File: config.mk
export PLATFORM = sky130hd
export DESIGN_NAME = serial_subtractor
export DESIGN_NICKNAME = d
export VERILOG_FILES = /design/src/rtl/serial_subtractor.sv
export SDC_FILE = /design/constraint.sdc
export NUM_CORES = 1
export LEC_CHECK = 0
export ABC_CLOCK_PERIOD_IN_PS = 1250
export BUFFER_PORTS_ARGS = -buffer_cell sky130_fd_sc_hd__buf_2
export CAP_MARGIN = 5
export CORE_UTILIZATION = 28
export DETAILED_ROUTE_END_ITERATION = 16
export PLACE_DENSITY_LB_ADDON = 0.3
export SLEW_MARGIN = 20
export SYNTH_ARGS = -nofsm -noshare
export SYNTH_HDL_FRONTEND = slang
export SYNTH_SLANG_ARGS = --single-unit
export TNS_END_PERCENT = 20
File: constraint.sdc
create_clock -name clock -period 1.25 [get_ports clock]
set_input_delay 0.25 -clock clock [delete_from_list [all_inputs] [get_ports clock]]
set_output_delay 0.25 -clock clock [all_outputs]
set_load 0.005 [all_outputs]
File: src/rtl/serial_subtractor.sv
// Bit-serial subtractor: computes diff = a - b one bit per clock, LSB first,
// through a single full-subtractor cell with a registered borrow. Operands are
// accepted on a valid/ready handshake and the result is held until consumed.
module serial_subtractor #(
  parameter int WIDTH = 4
) (
  input  logic             clock,
  input  logic             reset,
  input  logic [WIDTH-1:0] a,
  input  logic [WIDTH-1:0] b,
  input  logic             in_valid,
  output logic             in_ready,
  output logic [WIDTH-1:0] diff,
  output logic             borrow,
  output logic             overflow,
  output logic             out_valid,
  input  logic             out_ready,
  output logic             busy
);

  // Counter must also hold WIDTH itself after the final increment.
  localparam int CNT_W = $clog2(WIDTH + 1);

  typedef enum logic [1:0] {
    S_IDLE,
    S_RUN,
    S_DONE
  } state_t;

  state_t             r_state;
  state_t             w_state_next;

  logic [WIDTH-1:0]   r_sa;
  logic [WIDTH-1:0]   r_sb;
  logic [WIDTH-1:0]   r_res;
  logic               r_br;
  logic               r_a_msb;
  logic               r_b_msb;
  logic [CNT_W-1:0]   r_cnt;

  logic               w_accept;
  logic               w_last;
  logic               w_d;
  logic               w_br_next;

  assign w_accept = in_valid & (r_state == S_IDLE);
  assign w_last   = (r_cnt == CNT_W'(WIDTH - 1));

  // One full-subtractor cell working on the current LSBs of the shift registers.
  assign w_d       = r_sa[0] ^ r_sb[0] ^ r_br;
  assign w_br_next = (~r_sa[0] & r_sb[0]) | (~(r_sa[0] ^ r_sb[0]) & r_br);

  // State register.
  always_ff @(posedge clock) begin
    // NOTE: sequential state uses non-blocking assignments so every register
    // samples pre-edge values regardless of block ordering.
    if (reset) begin
      r_state <= S_IDLE;
    end else begin
      r_state <= w_state_next;
    end
  end

  // Next-state logic: IDLE -> RUN on handshake, RUN -> DONE on last bit,
  // DONE -> IDLE once the consumer takes the result.
  always_comb begin
    // NOTE: default assignment first so no path leaves the signal unassigned,
    // which would otherwise infer a latch.
    w_state_next = r_state;
    case (r_state)
      S_IDLE:  if (w_accept)  w_state_next = S_RUN;
      S_RUN:   if (w_last)    w_state_next = S_DONE;
      S_DONE:  if (out_ready) w_state_next = S_IDLE;
      default:                w_state_next = S_IDLE;
    endcase
  end

  // Handshake and status outputs decoded from the current state.
  always_comb begin
    in_ready  = 1'b0;
    busy      = 1'b0;
    out_valid = 1'b0;
    case (r_state)
      S_IDLE:  in_ready  = 1'b1;
      S_RUN:   busy      = 1'b1;
      S_DONE:  out_valid = 1'b1;
      default: in_ready  = 1'b0;
    endcase
  end

  // Datapath: load operands on handshake, then shift one bit per RUN edge.
  always_ff @(posedge clock) begin
    // NOTE: the datapath registers are reset too, because diff/borrow/overflow
    // are visible outputs that must read 0 straight after reset.
    if (reset) begin
      r_sa    <= '0;
      r_sb    <= '0;
      r_res   <= '0;
      r_br    <= 1'b0;
      r_a_msb <= 1'b0;
      r_b_msb <= 1'b0;
      r_cnt   <= '0;
    end else if (w_accept) begin
      r_sa    <= a;
      r_sb    <= b;
      r_br    <= 1'b0;
      r_cnt   <= '0;
      r_a_msb <= a[WIDTH-1];
      r_b_msb <= b[WIDTH-1];
    end else if (r_state == S_RUN) begin
      r_sa  <= r_sa >> 1;
      r_sb  <= r_sb >> 1;
      // Each new difference bit enters at the MSB; after WIDTH edges the
      // first-computed bit has reached position 0.
      r_res <= (r_res >> 1) | (WIDTH'(w_d) << (WIDTH - 1));
      r_br  <= w_br_next;
      r_cnt <= r_cnt + 1'b1;
    end
  end

  assign diff   = r_res;
  assign borrow = r_br;
  // Signed overflow only possible when operand signs differ; it shows up as
  // a result whose sign disagrees with the minuend.
  assign overflow = (r_a_msb != r_b_msb) & (r_res[WIDTH-1] != r_a_msb);

endmodule

==> impl_metrics.csv <==
group,metric,value,unit
placement,gp_congestion,0.799,
placement,port_buffers,20,
power,ir_drop,0.805,mV
cts,clockBufferDepth,2,
cells_and_area,final_core_util,41.6,%
cts,tritoncts,"done",
worst_setup_path,crit_start,"r_state[0]",
sta,fin_hold_ws,0.201,ns
synthesis,synth_common_cells,"dfxtp_1 (20), a21oi_1 (17), nand2_1 (16)",
global_routing,grt_pass1_wl,3480,um
synthesis,synth-seq-area-share,42.9,%
placement,hpwl,1560,um
worst_setup_path,cp_cell_sequence,"or2b_4, clkinv_4, buf_6",
worst_setup_path,cp.required,1.00,ns
cells_and_area,nNetsFinal,157,
synthesis,ys_ff_latch,20,
outcome,violations,"setup timing",
synthesis,synth_area_leaders,"dfxtp_1 (43%), a21oi_1 (9.1%), nand2_1 (6.4%)",
synthesis,synth_top_area_share,42.9,%
synthesis,ys_warn_count,0,
sta,worst_slack,-0.0873,ns
worst_setup_path,worst-r2r-setup-slack,-0.08,ns
placement,dp.cells,177,
sta,fin_tns_setup,-0.264,ns
outcome,status,"complete, but fails checks",
drt,first_iter_violations,11,
sta,max_freq,0.748,GHz
power,leakage,0.543,nW
sta,setup_viol,6,
worst_setup_path,crit_buf_inv,2,
cts,numCtsBuffers,3,
drt,ant_nets,0,
floorplanning,ios,21,
cts,clkSinkCount,20,
cts,insertion_delay,0.31,ns
floorplanning,start_util,30.1,%
global_routing,first_global_vias,791,
sta,final-hold-violation-count,0,
synthesis,synth_edf_count,0,
power,p_per_area,1170,mW/mm2
synthesis,syn_inst,108,
cells_and_area,stdcell_count,185,
floorplanning,chipHeight,59.7,um
synthesis,ys_async_sr_fraction,0,%
drt,first_pass_iters,4,
worst_setup_path,critical_path.top_delay_family,"flip-flops",
sta,drv_slew,0,
worst_setup_path,worst-path-stages,3,
synthesis,synth_flop_cell,"dfxtp_1",
global_routing,overflow,0,
sta,finalCriticalPeriod,1.34,ns
cts,cts_htree_levels,1,
worst_setup_path,worstSetupPathType,"register to output pin",
drt,wire_per_inst,11.5,um
sta,worst_pin_slew,0.351,ns
sta,rsz0062_at_grt,"yes",
flow_run,cap_violations,0,
floorplanning,die_area,0.00357,mm2
global_routing,antenna_found_initial,0,
cells_and_area,n_antenna_cell,0,
worst_setup_path,reg2reg_depth,5,
global_routing,grt_max_degree,18,
sta,fin_crit_sh,107,%
placement,pre_cts_ws,0.0193,ns
drt,drt-total-wl,2130,um
cts,holdBufCountCts,0,
hold_path,hp-class,"input port to register",
floorplanning,rows,20,
worst_setup_path,path_max_fanout,3,
cells_and_area,syn_to_final_growth,38.2,%
drt,route.detailed.drc,0,
worst_setup_path,cp-start-kind,"register",
worst_setup_path,r2r_end,"borrow",
drt,vias,846,
synthesis,syn_nets,123,
sta,clock-skew-final,0.00203,ns
synthesis,syn_area_per_cell,8.64,um2
sta,slew-limit-headroom,76.6,%
floorplanning,dieWidth,59.7,um
floorplanning,coreArea,0.00310,mm2
synthesis,synth_cell_types,28,
cts,cts-root-buf,"clkbuf_4",
global_routing,track_usage,13.4,%
drt,via_per_inst,4.57,
worst_setup_path,cp-end-kind,"output pin",
synthesis,yosys.area.top_type,"dfxtp_1",
synthesis,synth_most_common_cell,"dfxtp_1",
worst_setup_path,critPathMaxStageDelay,0.36,ns
cells_and_area,drive_gt1_share,41.1,%
cts,clk_pin_slew_worst_paths,0.12,ns
worst_setup_path,r2r_start,"r_state[0]",
worst_setup_path,cp_slowest_cell,"dfxtp_2",
worst_setup_path,crit_end,"busy",
worst_setup_path,crit_arrival,1.09,ns
synthesis,syn-cell-area,933,um2
==> flip-flops by register name, indices dropped and copies added (netlist names) <==
name / count
borrow: 1
diff: 4
r_a_msb: 1
r_b_msb: 1
r_cnt: 3
r_sa: 4
r_sb: 4
r_state: 2
==> cell families after synthesis <==
| family | Yosys count | synth area share, % |
|---|---|---|
| AO/OA/AOI/OAI | 30 | 20.6 |
| XOR/XNOR | 1 | 0.939 |
| adder cells (fa/ha/maj) | 3 | 4.83 |
| buffers and inverters | 15 | 8.31 |
| flip-flops | 20 | 42.9 |
| multiplexers | 2 | 2.14 |
| AND/OR/NAND/NOR | 37 | 20.2 |
==> worst reg2reg max path, stage by stage (launching register included) <==
cell and delay, ns:
dfxtp_2 0.35, or2b_4 0.21, clkinv_4 0.05, buf_4 0.16, buf_4 0.14, a2111oi_2 0.32
==> power breakdown <==
| part | switching [mW] | total, mW | internal, mW |
|---|---|---|---|
| sequential | 0.0269 | 0.703 | 0.676 |
| clock | 0.213 | 0.537 | 0.324 |
| combinational | 0.126 | 0.264 | 0.138 |
| total | 0.366 | 1.50 | 1.14 |
==> metrics by stage <==
step | total power, mW | cell area (um2)
floorplan | 0.858 | 933
global placement | 0.945 | 1150
detailed placement | 0.946 | 1150
CTS | 1.52 | 1260
global route | 1.58 | 1290
finish | 1.50 | 1290
==> per-layer routing <==
| layer | GRT usage [%] | vias up | wire, um |
|---|---|---|---|
| li1 | - | 433 | - |
| met1 | 17.3 | 389 | 1020 |
| met2 | 20.6 | 22 | 981 |
| met3 | 4.33 | 2 | 111 |
| met4 | 4.98 | 0 | 21 |
| met5 | 0 | - | 0 |
==> layout make-up <==
class,count,area (um2)
fill,333,1810
multi-input combinational,73,489
sequential,20,408
timing repair buffer,36,250
tap,44,55.1
inverter,8,35.0
clock inverter,1,30.0
clock buffer,3,22.5
==> worst min path at each step <==
stage                     startpoint      end  slack, ns  cells after the start
after global routing            b[3]  r_b_msb       0.18                      3
after detailed placement     r_sb[2]  r_sb[2]       0.44                      2
after floorplan                 a[3]  r_a_msb       0.41                      2
after CTS                       b[3]  r_sb[3]       0.18                      3
after global placement       r_sb[2]  r_sb[2]       0.44                      2
final                           a[3]  r_a_msb       0.20                      3
==> what timing repair did <==
action | CTS | global route
endpoints found under the setup margin | 6 | 23
resized for setup | 12 | 8
setup buffers | 3 | 1
pin swaps | 1 | 2
==> layout by cell type (no fill, tap or decap), drive strengths merged <==
master and count:
a2111oi 2, a21oi 17, a22oi 1, a31oi 1, buf 36, bufinv 1
clkbuf 3, clkinv 1, dfxtp 20, fa 1, ha 2, inv 7
mux2i 2, nand2 16, nand2b 1, nand3b 1, nor2 11, nor2b 2
nor3 3, nor3b 1, o21ai 6, o221a 3, or2b 1, or3b 1
xnor2 1
No activity file was read; power rests on OpenSTA's default activity.
